$ cat src/rtl/usb_tx_pkg.sv
`default_nettype none
// ============================================================================
//  Module      : usb_tx_pkg
//  Description : Shared types and constants for the USB transmit arbiter:
//                packet-type codes, nominal packet sizes, FSM state type.
//  Revision    : 1.0 - initial release
// ============================================================================
package usb_tx_pkg;

    // Packet-type code forwarded alongside each bit to the NRZI encoder
    typedef enum logic [1:0] {
        PT_NONE = 2'b00,
        PT_TOK  = 2'b01,
        PT_DATA = 2'b10,
        PT_HS   = 2'b11
    } pkt_type_e;

    // Nominal packet lengths in bits, SYNC included
    localparam int TOK_BITS  = 28;
    localparam int HS_BITS   = 12;
    localparam int DATA_BITS = 92;

    // Bit positions of each requester in the one-hot owner vector
    localparam int OWN_HS  = 0;
    localparam int OWN_TOK = 1;
    localparam int OWN_DAT = 2;

    // Arbiter sequencing states
    typedef enum logic [1:0] {
        ST_IDLE = 2'd0,
        ST_SEND = 2'd1,
        ST_EOP  = 2'd2,
        ST_GAP  = 2'd3
    } tx_state_e;

endpackage : usb_tx_pkg
`default_nettype wire

$ cat src/rtl/usb_tx_prio_enc.sv
`default_nettype none
// ============================================================================
//  Module      : usb_tx_prio_enc
//  Description : Fixed-priority (hs > tok > dat) encoder producing a one-hot
//                owner and the matching packet-type code.
//  Revision    : 1.0 - initial release
// ============================================================================
module usb_tx_prio_enc
    import usb_tx_pkg::*;
(
    input  logic       hs_i,
    input  logic       tok_i,
    input  logic       dat_i,
    output logic [2:0] onehot_o,
    output pkt_type_e  pt_o,
    output logic       valid_o
);

    // Highest-priority active request wins
    always_comb begin
        onehot_o = 3'b000;
        pt_o     = PT_NONE;
        if (hs_i) begin
            onehot_o[OWN_HS] = 1'b1;
            pt_o             = PT_HS;
        end else if (tok_i) begin
            onehot_o[OWN_TOK] = 1'b1;
            pt_o              = PT_TOK;
        end else if (dat_i) begin
            onehot_o[OWN_DAT] = 1'b1;
            pt_o              = PT_DATA;
        end
    end

    assign valid_o = hs_i | tok_i | dat_i;

endmodule : usb_tx_prio_enc
`default_nettype wire

$ cat src/rtl/usb_tx_arbiter.sv
`default_nettype none
// ============================================================================
//  Module      : usb_tx_arbiter
//  Description : Shares the NRZI/line-driver transmit path between the
//                handshake, token and data serializers. Sequences each packet
//                as SEND -> EOP -> GAP, limits packet length, flags aborts.
//  Revision    : 1.0 - initial release
// ============================================================================
module usb_tx_arbiter
    import usb_tx_pkg::*;
#(
    parameter int MAX_BITS   = 92,
    parameter int EOP_CYCLES = 2,
    parameter int GAP_CYCLES = 2
) (
    input  logic       clk,
    input  logic       rst_b,
    input  logic       hs_req,
    input  logic       hs_bit,
    input  logic       hs_last,
    output logic       hs_gnt,
    input  logic       tok_req,
    input  logic       tok_bit,
    input  logic       tok_last,
    output logic       tok_gnt,
    input  logic       dat_req,
    input  logic       dat_bit,
    input  logic       dat_last,
    output logic       dat_gnt,
    output logic       bstr_out,
    output logic [1:0] bstr_out_ready,
    output logic       eop,
    output logic       busy,
    output logic       err
);

    tx_state_e  state_q, state_d;
    logic [2:0] owner_q, owner_d;
    pkt_type_e  pt_q, pt_d;
    logic [6:0] cnt_q, cnt_d;
    logic [7:0] tmr_q, tmr_d;
    logic       bstr_q, bstr_d;
    pkt_type_e  ready_q, ready_d;
    logic       err_q, err_d;

    logic [2:0] enc_onehot;
    pkt_type_e  enc_pt;
    logic       enc_valid;
    logic       own_req, own_bit, own_last;

    usb_tx_prio_enc u_prio_enc (
        .hs_i     (hs_req),
        .tok_i    (tok_req),
        .dat_i    (dat_req),
        .onehot_o (enc_onehot),
        .pt_o     (enc_pt),
        .valid_o  (enc_valid)
    );

    // Only the registered owner's inputs are observed; others are ignored
    assign own_req  = |(owner_q & {dat_req,  tok_req,  hs_req});
    assign own_bit  = |(owner_q & {dat_bit,  tok_bit,  hs_bit});
    assign own_last = |(owner_q & {dat_last, tok_last, hs_last});

    // State, counters and registered output stage
    always_ff @(posedge clk or negedge rst_b) begin
        if (!rst_b) begin
            state_q <= ST_IDLE;
            owner_q <= 3'b000;
            pt_q    <= PT_NONE;
            cnt_q   <= 7'd0;
            tmr_q   <= 8'd0;
            bstr_q  <= 1'b1;
            ready_q <= PT_NONE;
            err_q   <= 1'b0;
        end else begin
            state_q <= state_d;
            owner_q <= owner_d;
            pt_q    <= pt_d;
            cnt_q   <= cnt_d;
            tmr_q   <= tmr_d;
            bstr_q  <= bstr_d;
            ready_q <= ready_d;
            err_q   <= err_d;
        end
    end

    // Next-state: arbitration, bit forwarding, termination and EOP/GAP timing.
    // The first EOP-state cycle (tmr 0) carries the final forwarded bit, so
    // eop itself is only driven for tmr 1..EOP_CYCLES.
    always_comb begin
        state_d = state_q;
        owner_d = owner_q;
        pt_d    = pt_q;
        cnt_d   = cnt_q;
        tmr_d   = tmr_q;
        bstr_d  = 1'b1;
        ready_d = PT_NONE;
        err_d   = 1'b0;
        case (state_q)
            ST_IDLE: begin
                if (enc_valid) begin
                    owner_d = enc_onehot;
                    pt_d    = enc_pt;
                    cnt_d   = 7'd0;
                    state_d = ST_SEND;
                end
            end
            ST_SEND: begin
                if (!own_req) begin
                    // Requester abandoned the packet: discard this bit
                    err_d   = 1'b1;
                    tmr_d   = 8'd0;
                    state_d = ST_EOP;
                end else begin
                    bstr_d  = own_bit;
                    ready_d = pt_q;
                    cnt_d   = (cnt_q == 7'h7f) ? cnt_q : cnt_q + 7'd1;
                    if (own_last) begin
                        tmr_d   = 8'd0;
                        state_d = ST_EOP;
                    end else if (cnt_q == 7'(MAX_BITS - 1)) begin
                        // Overlong packet: forward this bit, then force EOP
                        err_d   = 1'b1;
                        tmr_d   = 8'd0;
                        state_d = ST_EOP;
                    end
                end
            end
            ST_EOP: begin
                if (tmr_q == 8'(EOP_CYCLES)) begin
                    tmr_d   = 8'd0;
                    state_d = ST_GAP;
                end else begin
                    tmr_d = tmr_q + 8'd1;
                end
            end
            ST_GAP: begin
                if (tmr_q == 8'(GAP_CYCLES - 1)) begin
                    tmr_d   = 8'd0;
                    state_d = ST_IDLE;
                end else begin
                    tmr_d = tmr_q + 8'd1;
                end
            end
            default: state_d = ST_IDLE;
        endcase
    end

    assign hs_gnt         = (state_q == ST_SEND) & owner_q[OWN_HS];
    assign tok_gnt        = (state_q == ST_SEND) & owner_q[OWN_TOK];
    assign dat_gnt        = (state_q == ST_SEND) & owner_q[OWN_DAT];
    assign bstr_out       = bstr_q;
    assign bstr_out_ready = ready_q;
    assign eop            = (state_q == ST_EOP) && (tmr_q != 8'd0);
    assign busy           = (state_q != ST_IDLE);
    assign err            = err_q;

endmodule : usb_tx_arbiter
`default_nettype wire

$ cat config.mk
export PLATFORM = sky130hd
export DESIGN_NAME = usb_tx_arbiter
export DESIGN_NICKNAME = d
export VERILOG_FILES = /design/src/rtl/usb_tx_pkg.sv /design/src/rtl/usb_tx_prio_enc.sv /design/src/rtl/usb_tx_arbiter.sv
export SDC_FILE = /design/constraint.sdc
export NUM_CORES = 1
export LEC_CHECK = 0
export CORE_ASPECT_RATIO = 0.8
export CORE_MARGIN = 3
export CORE_UTILIZATION = 57
export CTS_BUF_LIST = sky130_fd_sc_hd__clkbuf_16
export DETAILED_ROUTE_END_ITERATION = 10
export GPL_TIMING_DRIVEN = 0
export PLACE_DENSITY = 0.82
export SLEW_MARGIN = 20
export SYNTH_ARGS = -nofsm -noshare
export SYNTH_HDL_FRONTEND = slang
export SYNTH_SLANG_ARGS = --single-unit
export TNS_END_PERCENT = 10
$ cat constraint.sdc
create_clock -name clk -period 4.25 [get_ports clk]
set_input_delay 0.425 -clock clk [delete_from_list [all_inputs] [get_ports clk]]
set_output_delay 0.425 -clock clk [all_outputs]
set_load 0.1 [all_outputs]
**After elaboration in Yosys (flattened, before gate mapping)**

Index checks and enable logic that the tools add are counted.

- Add/subtract/negate cells: 2
- Multiply operators: 0
- Divide/modulo/power cells: 0
- Order comparisons: 0
- Eq/ne operators: 13
- Shift-type cells: 0
- Mux-type cells: 33
- Bitwise operators: 8
- Reduce and logical (&&, ||, !) cells: 13

Operators with widths:

| operator | number |
|---|---|
| $mux W8 | 5 |
| $mux W2 | 12 |
| $pmux W8 S3 | 1 |
| $mux W7 | 3 |
| $eq A7 B7 Y1 const B | 2 |
| $pmux W7 S2 | 1 |
| $mux W1 | 10 |
| $ne A2 B2 Y1 const B | 5 |
| $and A3 B3 Y3 | 3 |
| $reduce_or A3 Y1 | 3 |
| $add A8 B1 Y8 const B | 1 |
| $eq A8 B1 Y1 const B | 1 |
| $eq A8 B2 Y1 const B | 1 |
| $pmux W2 S4 | 1 |
| $reduce_and A4 Y1 | 2 |
| $reduce_bool A8 Y1 | 1 |
| $add A7 B1 Y7 const B | 1 |
| $eq A2 B2 Y1 const B | 2 |
| $ne A4 B4 Y1 const B | 1 |
| $reduce_and A2 Y1 | 2 |
| $reduce_bool A2 Y1 | 2 |
| $and A1 B1 Y1 | 3 |
| $reduce_bool A3 Y1 | 1 |
| $eq A2 B1 Y1 const B | 1 |
| 3 further kinds | 4 |

- Register bits: 26
- Bits in latches: 0
- Memory bits (writable): 0
- Memory bits (read-only): 0
- Bits of input ports: 11
- Output and inout port bits: 9
- Word-level logic and storage cells: 77
- Memories: 0

**Longest topological paths before layout**

Gate-level depths: netlist of the first run.

- Word-level depth: 5
- Depth in mapped cells: 7
- Depth with buffers taken out: 7

**Cells and area by module**

A second synthesis of the first run with hierarchy kept.

- Cell total of the unflattened synthesis: 155
- Area, all modules: 1502.7 sq um

Modules (own cells, without submodules):

| module | times used | cells each | area each (sq um) | sequential area each (sq um) |
|---|---|---|---|---|
| usb_tx_arbiter | 1 | 147 | 1460.2 | 651.9 |
| usb_tx_prio_enc | 1 | 8 | 42.5 | 0.0 |

**Least setup slack after synthesis of the first run**

Ideal clock, no wire load.

- Path type: register to output
- From: register state_q[0]
- To: output port eop
- Arrival time: 2.851 ns
- Required time: 3.825 ns
- Path slack: 0.974 ns
- Cell stages (with the launch flop): 4
- Path buffers: 0
- Cell sequence: dfrtp_1 -> inv_1 -> ha_1 -> a21boi_0

- Word-level cells in the longest chain between the ends: 2

Ends and longest elaborated chain:

| item | line | source |
|---|---|---|
| start, declared | usb_tx_arbiter.sv:37 | `tx_state_e state_q, state_d;` |
| start signal, assigned | usb_tx_arbiter.sv:77 | `state_q <= state_d;` |
| $eq A2 B2 Y1 | usb_tx_arbiter.sv:155 | `assign eop = (state_q == ST_EOP) && (tmr_q != 8'd0);` |
| $logic_and A1 B1 Y1 | usb_tx_arbiter.sv:155 |  |
| end, declared | usb_tx_arbiter.sv:32 | `output logic eop,` |

No other way between the ends.

**Worst setup path after layout of the first run**

- From: register state_q[0]
- To: output port busy

- Word-level cells in the longest chain between the ends: 1

Ends and longest elaborated chain:

| item | line | source |
|---|---|---|
| $reduce_bool A2 Y1 | usb_tx_arbiter.sv:156 | `assign busy = (state_q != ST_IDLE);` |
| end, declared | usb_tx_arbiter.sv:33 | `output logic busy,` |

No other way between the ends.

==> results.py, run 1 <==
metrics = {
    "routing": {
        "via_count": 1204,
        "wl_per_cell_um": 15.5,
        "firstDrtPassIters": 4,
        "via_per_inst": 6.02,
        "ant_nets": 0,
        "drc": 0,
        "wirelength_um": 3090,
        "drt_iter0_drc": 83,
    },
    "final_layout": {
        "fin_nets": 187,
        "final_layout_size_suffix_gt1_share_pct": 7.83,
        "fin_util_pct": 77.9,
        "diodes": 0,
        "syn2layout_area_growth_pct": 23.2,
    },
    "power_and_ir_drop": {
        "power.static_leakage_nw": 0.779,
        "cellPowerDensity_nw_per_um2": 769,
        "peakVddDrop_v": 0.000509,
        "total_power_mw": 1.36,
    },
    "timing": {
        "worst_pin_slew_ps": 1000,
        "clock_skew_ps": 6.65,
        "max-slew-margin-rel_pct": 32.8,
        "fin_crit_sh_pct": 70.3,
        "max_freq_mhz": 335,
        "setup_tns_ps": 0,
        "hold_viol": 0,
        "layout_min_cycle_time_ps": 2990,
        "report.final.slew_viol_count": 0,
        "setup_viol_count_final": 0,
        "rsz0062_at_grt": "no",
    },
    "synthesis": {
        "yosysMostFrequentCell": "dfrtp_1",
        "synthCells": 143,
        "avgSynthCellArea_sq_um": 10.0,
        "synthTopCellsByArea": "dfrtp_1 44%, ha_1 7.8%, inv_1 2.9%, nor2_1 2.9%, o21ai_1 2.4%",
        "synth-edff-count": 0,
        "ys_warn_count": 0,
        "synth_seq_cells": 26,
        "syn_area_sq_um": 1440,
        "yosysSeqAreaShare_pct": 45.4,
        "synthArstFlopShare_pct": 100,
        "ys.flop_type": "dfrtp_1",
        "yosys-top-cells-count": "25 x dfrtp_1, 11 x inv_1, 11 x nor2_1",
        "synth_top_area_cell": "dfrtp_1",
        "yosysTopAreaCellShare_pct": 43.6,
        "synth.distinct_cells": 41,
        "syn_nets": 163,
    },
    "worst_setup_path": {
        "slowest_stage": "clkdlybuf4s50_1",
        "critPathLaunchType": "flop",
        "cp.arrival_ps": 2560,
        "cpPeakStageDelay_ps": 1160,
        "crit_family": "buffers and inverters",
        "critical_path_class": "reg -> out",
        "required_ps": 3830,
        "crit_buf_inv": 4,
        "crit_fanout": 10,
        "path_cells": "inv_1 > ha_1 > clkbuf_1 > inv_1 > clkdlybuf4s50_1",
        "cp-end-kind": "primary output",
        "crit_path_frequent_cell": "inv_1",
    },
    "placed_design": {
        "routabilityCongestion": 0.841,
        "dp.final_hpwl_um": 2200,
        "port_buffers": 19,
    },
    "clock_tree": {
        "path_clk_slew_ps": 70,
        "cts-resized-gates": 0,
        "hold_buffers": 0,
        "cts_buffers": 3,
        "worstSkewPairLatency_ps": 260,
        "cts.sinks": 26,
        "post_cts_buffers": 0,
        "cts_max_level": 1,
        "cts_buffer_depth": 2,
        "cts-root-buf": "clkbuf_16",
        "tritoncts": "yes",
    },
    "floorplan": {
        "io_pins": 20,
        "start_util_pct": 63.2,
        "die_y_um": 50.9,
        "die_w_um": 62.1,
        "die_area_sq_um": 3160,
        "placementRows": 15,
        "coreArea_sq_um": 2270,
    },
    "min_path": {
        "min_path_type": "in -> async",
    },
    "global_route": {
        "grt_pass1_vias": 1062,
        "antenna_found_initial": 0,
        "track_usage_pct": 20.9,
        "grt_first_pass_wirelength_um": 5060,
        "grt_max_degree": 27,
        "grt_overflow": 0,
    },
    "status": {
        "outcome": "complete, no violations",
    },
    "run": {
        "maxCapViolations": 0,
    },
}
==> layout make-up <==
class | count | area, sq um
plain buffers | 1 | 3.75
well taps | 34 | 42.5
fillers | 156 | 503
clock inverters | 1 | 30.0
multi-input cells | 103 | 731
inverters | 13 | 48.8
flip-flops and latches | 26 | 652
clock buffers | 3 | 75.1
repair buffers | 19 | 185
==> report_power, final <==
part	switching, mW	internal, mW	leakage [nW]
registers	0.0648	0.316	0.339
logic	0.485	0.224	0.389
clock network	0.0829	0.187	0.0511
==> state kept, by name (all words and copies together) (netlist names) <==
signal          count
state_q             2
bstr_out            1
owner_q             3
bstr_out_ready      2
err                 1
cnt_q               7
pt_q                2
tmr_q               8
==> layer usage <==
metal	GRT usage, %	wire [um]	part of all wire (%)
met5	0	0	0
met2	33.2	1430	46
met4	9.93	53	1.7
met1	27.0	1370	44
met3	5.27	239	7.7
==> through the flow <==
step	instance area [sq um]	hold WS, ps	cells	worst slack (ps)
floorplan	1440	129	143	974
global placement	1670	459	196	1610
detailed placement	1660	458	196	1550
CTS	1770	177	200	1280
global route	1770	196	200	1180
finish	1770	153	200	1260
==> worst reg2reg max path, cell delays in order (launching register included) <==
cell     delay (ps)
dfrtp_1         430
or4_4           570
o41ai_2         360
nand2_2         200
nor3b_2         250
mux2_1          340
==> logic make-up after synthesis <==
family	Yosys count	synth area share, %
simple gates	51	19.4
compound gates	37	19.7
flops	26	45.4
buf+inv	14	3.66
fa+ha+maj	9	7.85
xor+xnor	4	2.44
mux	2	1.57
==> cells in the final DEF, fill, tap and decap left out, types with 2 or more instances in the layout <==
master,synthesis,layout
a21boi_0,3,3
a21oi_1,4,4
a222oi_1,3,3
a22o_1,2,2
and2_1,5,5
and3_1,4,4
clkbuf_16,0,3
clkdlybuf4s50_1,0,18
clkinv_1,2,2
dfrtp_1,25,25
ha_1,9,9
inv_1,11,11
nand2_1,9,9
nand2b_1,2,2
nand3_1,5,5
nand4_1,4,4
nor2_1,11,11
nor3_1,4,4
o21ai_0,3,3
o21ai_1,7,7
o2bb2ai_1,3,3
o41ai_2,2,2
or4_1,2,2
xor2_1,4,4
==> final timing paths <==
kind,start,end,slack (ps),depth (start not counted)
setup / recovery,state_q[0],busy,1260,5
hold / removal,rst_b,tmr_q[4],150,1
setup reg to reg,tmr_q[3],state_q[1],1990,5
hold reg to reg,pt_q[0],pt_q[0],470,2
max in group asynchronous,rst_b,cnt_q[2],3710,1
min in group clk,pt_q[0],pt_q[0],470,2
(Power assumes the default switching activity.)
==> run 2: changes to the inputs <==
--- a/config.mk
+++ b/config.mk
@@ -7,11 +7,11 @@
 export LEC_CHECK = 0
 export CORE_ASPECT_RATIO = 0.8
 export CORE_MARGIN = 3
-export CORE_UTILIZATION = 57
+export CORE_UTILIZATION = 53
 export CTS_BUF_LIST = sky130_fd_sc_hd__clkbuf_16
 export DETAILED_ROUTE_END_ITERATION = 10
 export GPL_TIMING_DRIVEN = 0
-export PLACE_DENSITY = 0.82
+export PLACE_DENSITY = 0.77
 export SLEW_MARGIN = 20
 export SYNTH_ARGS = -nofsm -noshare
 export SYNTH_HDL_FRONTEND = slang
==> constraint.sdc (replaced) <==
create_clock -name clk -period 2.93 [get_ports clk]
set_input_delay 0.293 -clock clk [delete_from_list [all_inputs] [get_ports clk]]
set_output_delay 0.293 -clock clk [all_outputs]
set_load 0.1 [all_outputs]
==> run 2 against run 1 <==
Sequential share of layout area decreased by 0.10 points. Die area increased by 6.7%. Critical path depth decreased by 1.
==> results.py, run 2 (synthesis results as in run 1) <==
metrics = {
    "routing": {
        "wirelength_um": 3170,
        "via_count": 1213,
        "drt_iter0_drc": 109,
        "firstDrtPassIters": 4,
        "ant_nets": 0,
        "drc": 0,
        "via_per_inst": 6.00,
        "wl_per_cell_um": 15.7,
    },
    "clock_tree": {
        "path_clk_slew_ps": 70,
        "worstSkewPairLatency_ps": 260,
        "cts_buffer_depth": 2,
        "cts.sinks": 26,
        "post_cts_buffers": 0,
        "tritoncts": "yes",
        "cts_max_level": 1,
        "cts-root-buf": "clkbuf_16",
        "cts_buffers": 3,
    },
    "timing": {
        "setup_viol_count_final": 0,
        "clock_skew_ps": 1.87,
        "fin_crit_sh_pct": 93.7,
        "hold_viol": 0,
        "worst_pin_slew_ps": 986,
        "layout_min_cycle_time_ps": 2750,
        "setup_ws_ps": 184,
        "report.final.slew_viol_count": 0,
        "rsz0062_at_grt": "no",
        "max_freq_mhz": 364,
        "setup_tns_ps": 0,
        "max-slew-margin-rel_pct": 34.1,
        "whs_ps": 21.4,
    },
    "floorplan": {
        "die_w_um": 64.2,
        "start_util_pct": 56.9,
        "placementRows": 16,
        "die_area_sq_um": 3370,
        "coreArea_sq_um": 2520,
        "die_y_um": 52.5,
        "io_pins": 20,
    },
    "power_and_ir_drop": {
        "p_sw_uw": 932,
        "seqPwrFrac_pct": 27.8,
        "switching_share_pct": 46.8,
        "cellPowerDensity_nw_per_um2": 1120,
        "p_int_mw": 1.06,
        "power.static_leakage_nw": 0.783,
        "pwr-share-clk_pct": 19.8,
        "peakVddDrop_v": 0.000581,
        "pwr-share-comb_pct": 52.4,
    },
    "global_route": {
        "grt_first_pass_wirelength_um": 5540,
        "track_usage_pct": 20.9,
        "antenna_found_initial": 0,
        "grt_overflow": 0,
        "grt_max_degree": 27,
        "grt_pass1_vias": 1218,
    },
    "final_layout": {
        "register_area_sq_um": 652,
        "largest_reg_flops": 8,
        "mostFrequentLayoutCells": "25 x dfrtp_1, 17 x clkdlybuf4s50_1, 11 x inv_1, 11 x nor2_1",
        "diodes": 0,
        "n_fill_cell": 203,
        "final_cells": 202,
        "largestRegisters": "tmr_q (8), cnt_q (7), owner_q (3)",
        "syn2layout_area_growth_pct": 23.5,
        "largest-register": "tmr_q",
        "layout_commonest_cell": "dfrtp_1",
        "final_layout_size_suffix_gt1_share_pct": 7.83,
        "multi_input_area_sq_um": 731,
        "fin_nets": 187,
    },
    "placed_design": {
        "dp_cells": 198,
        "dp.final_hpwl_um": 2200,
        "port_buffers": 19,
        "routabilityCongestion": 0.785,
        "pre_cts_ws_ps": 355,
    },
    "worst_setup_path": {
        "critical_path_class": "reg -> out",
        "cp.arrival_ps": 2450,
        "crit_fanout": 5,
        "critPathLaunchType": "flop",
        "required_ps": 2640,
        "cp-end-kind": "primary output",
    },
    "status": {
        "outcome": "complete, no violations",
    },
    "min_path": {
        "min_path_type": "in -> async",
    },
    "run": {
        "maxCapViolations": 0,
    },
}
==> run 2: cell count changes in the layout (fill, tap and decap cells not counted) <==
cell | previous run | this run
a21boi_1 | 0 | 1
dlymetal6s2s_1 | 0 | 1
a21boi_0 | 3 | 2
clkdlybuf4s50_1 | 18 | 17
==> run 2: layout make-up <==
class | instances | area share, %
multi-input cells | 103 | 41.2
flip-flops and latches | 26 | 36.8
repair buffers | 19 | 10.6
clock buffers | 3 | 4.23
inverters | 13 | 2.75
well taps | 36 | 2.54
clock inverters | 1 | 1.69
plain buffers | 1 | 0.212
==> run 2: metrics by stage <==
stage	total power, mW	cell area, sq um	util (%)
2_1_floorplan	1.33	1440	-
3_3_place_gp	1.55	1670	66.2
3_5_place_dp	1.58	1670	66.0
4_1_cts	2.00	1770	70.2
5_1_grt	2.10	1770	70.3
6_report	1.99	1770	70.3
==> run 2: critical path, cell delays in order, from the launching register on <==
cell	delay [ps]
dfrtp_1	420
or4_4	560
nor3_1	150
a21boi_1	90
clkdlybuf4s50_1	970
==> run 2: what timing repair did <==
item / 4_1_cts / 5_1_grt
gates resized for setup: 0 / 1
setup endpoints to repair: 0 / 1
hold buffers: 0 / 0
==> run 2: power groups by stage <==
stage / Combinational (mW) / Clock (mW) / Sequential (mW)
2_1_floorplan: 0.669 / 0 / 0.662
3_3_place_gp: 0.995 / 0 / 0.550
3_5_place_dp: 1.02 / 0 / 0.558
4_1_cts: 1.05 / 0.400 / 0.552
5_1_grt: 1.12 / 0.413 / 0.565
6_report: 1.04 / 0.395 / 0.552
==> run 2: routing by layer <==
layer	global-route usage, %	up-vias	routed length [um]
met3	3.86	4	171
met2	36.7	32	1520
li1	-	571	-
met4	4.21	0	22
met5	0	-	0
met1	27.3	606	1460
==> run 2: worst paths after layout <==
check	startpoint	to	slack, ps	cells after the start
max in group asynchronous	rst_b	cnt_q[1]	2530	1
worst max-delay path	tmr_q[3]	eop	180	4
worst max register to register	tmr_q[3]	state_q[1]	710	5
min in group clk	pt_q[0]	pt_q[0]	470	2
worst min-delay path	rst_b	tmr_q[2]	20	1
worst min register to register	pt_q[0]	pt_q[0]	470	2
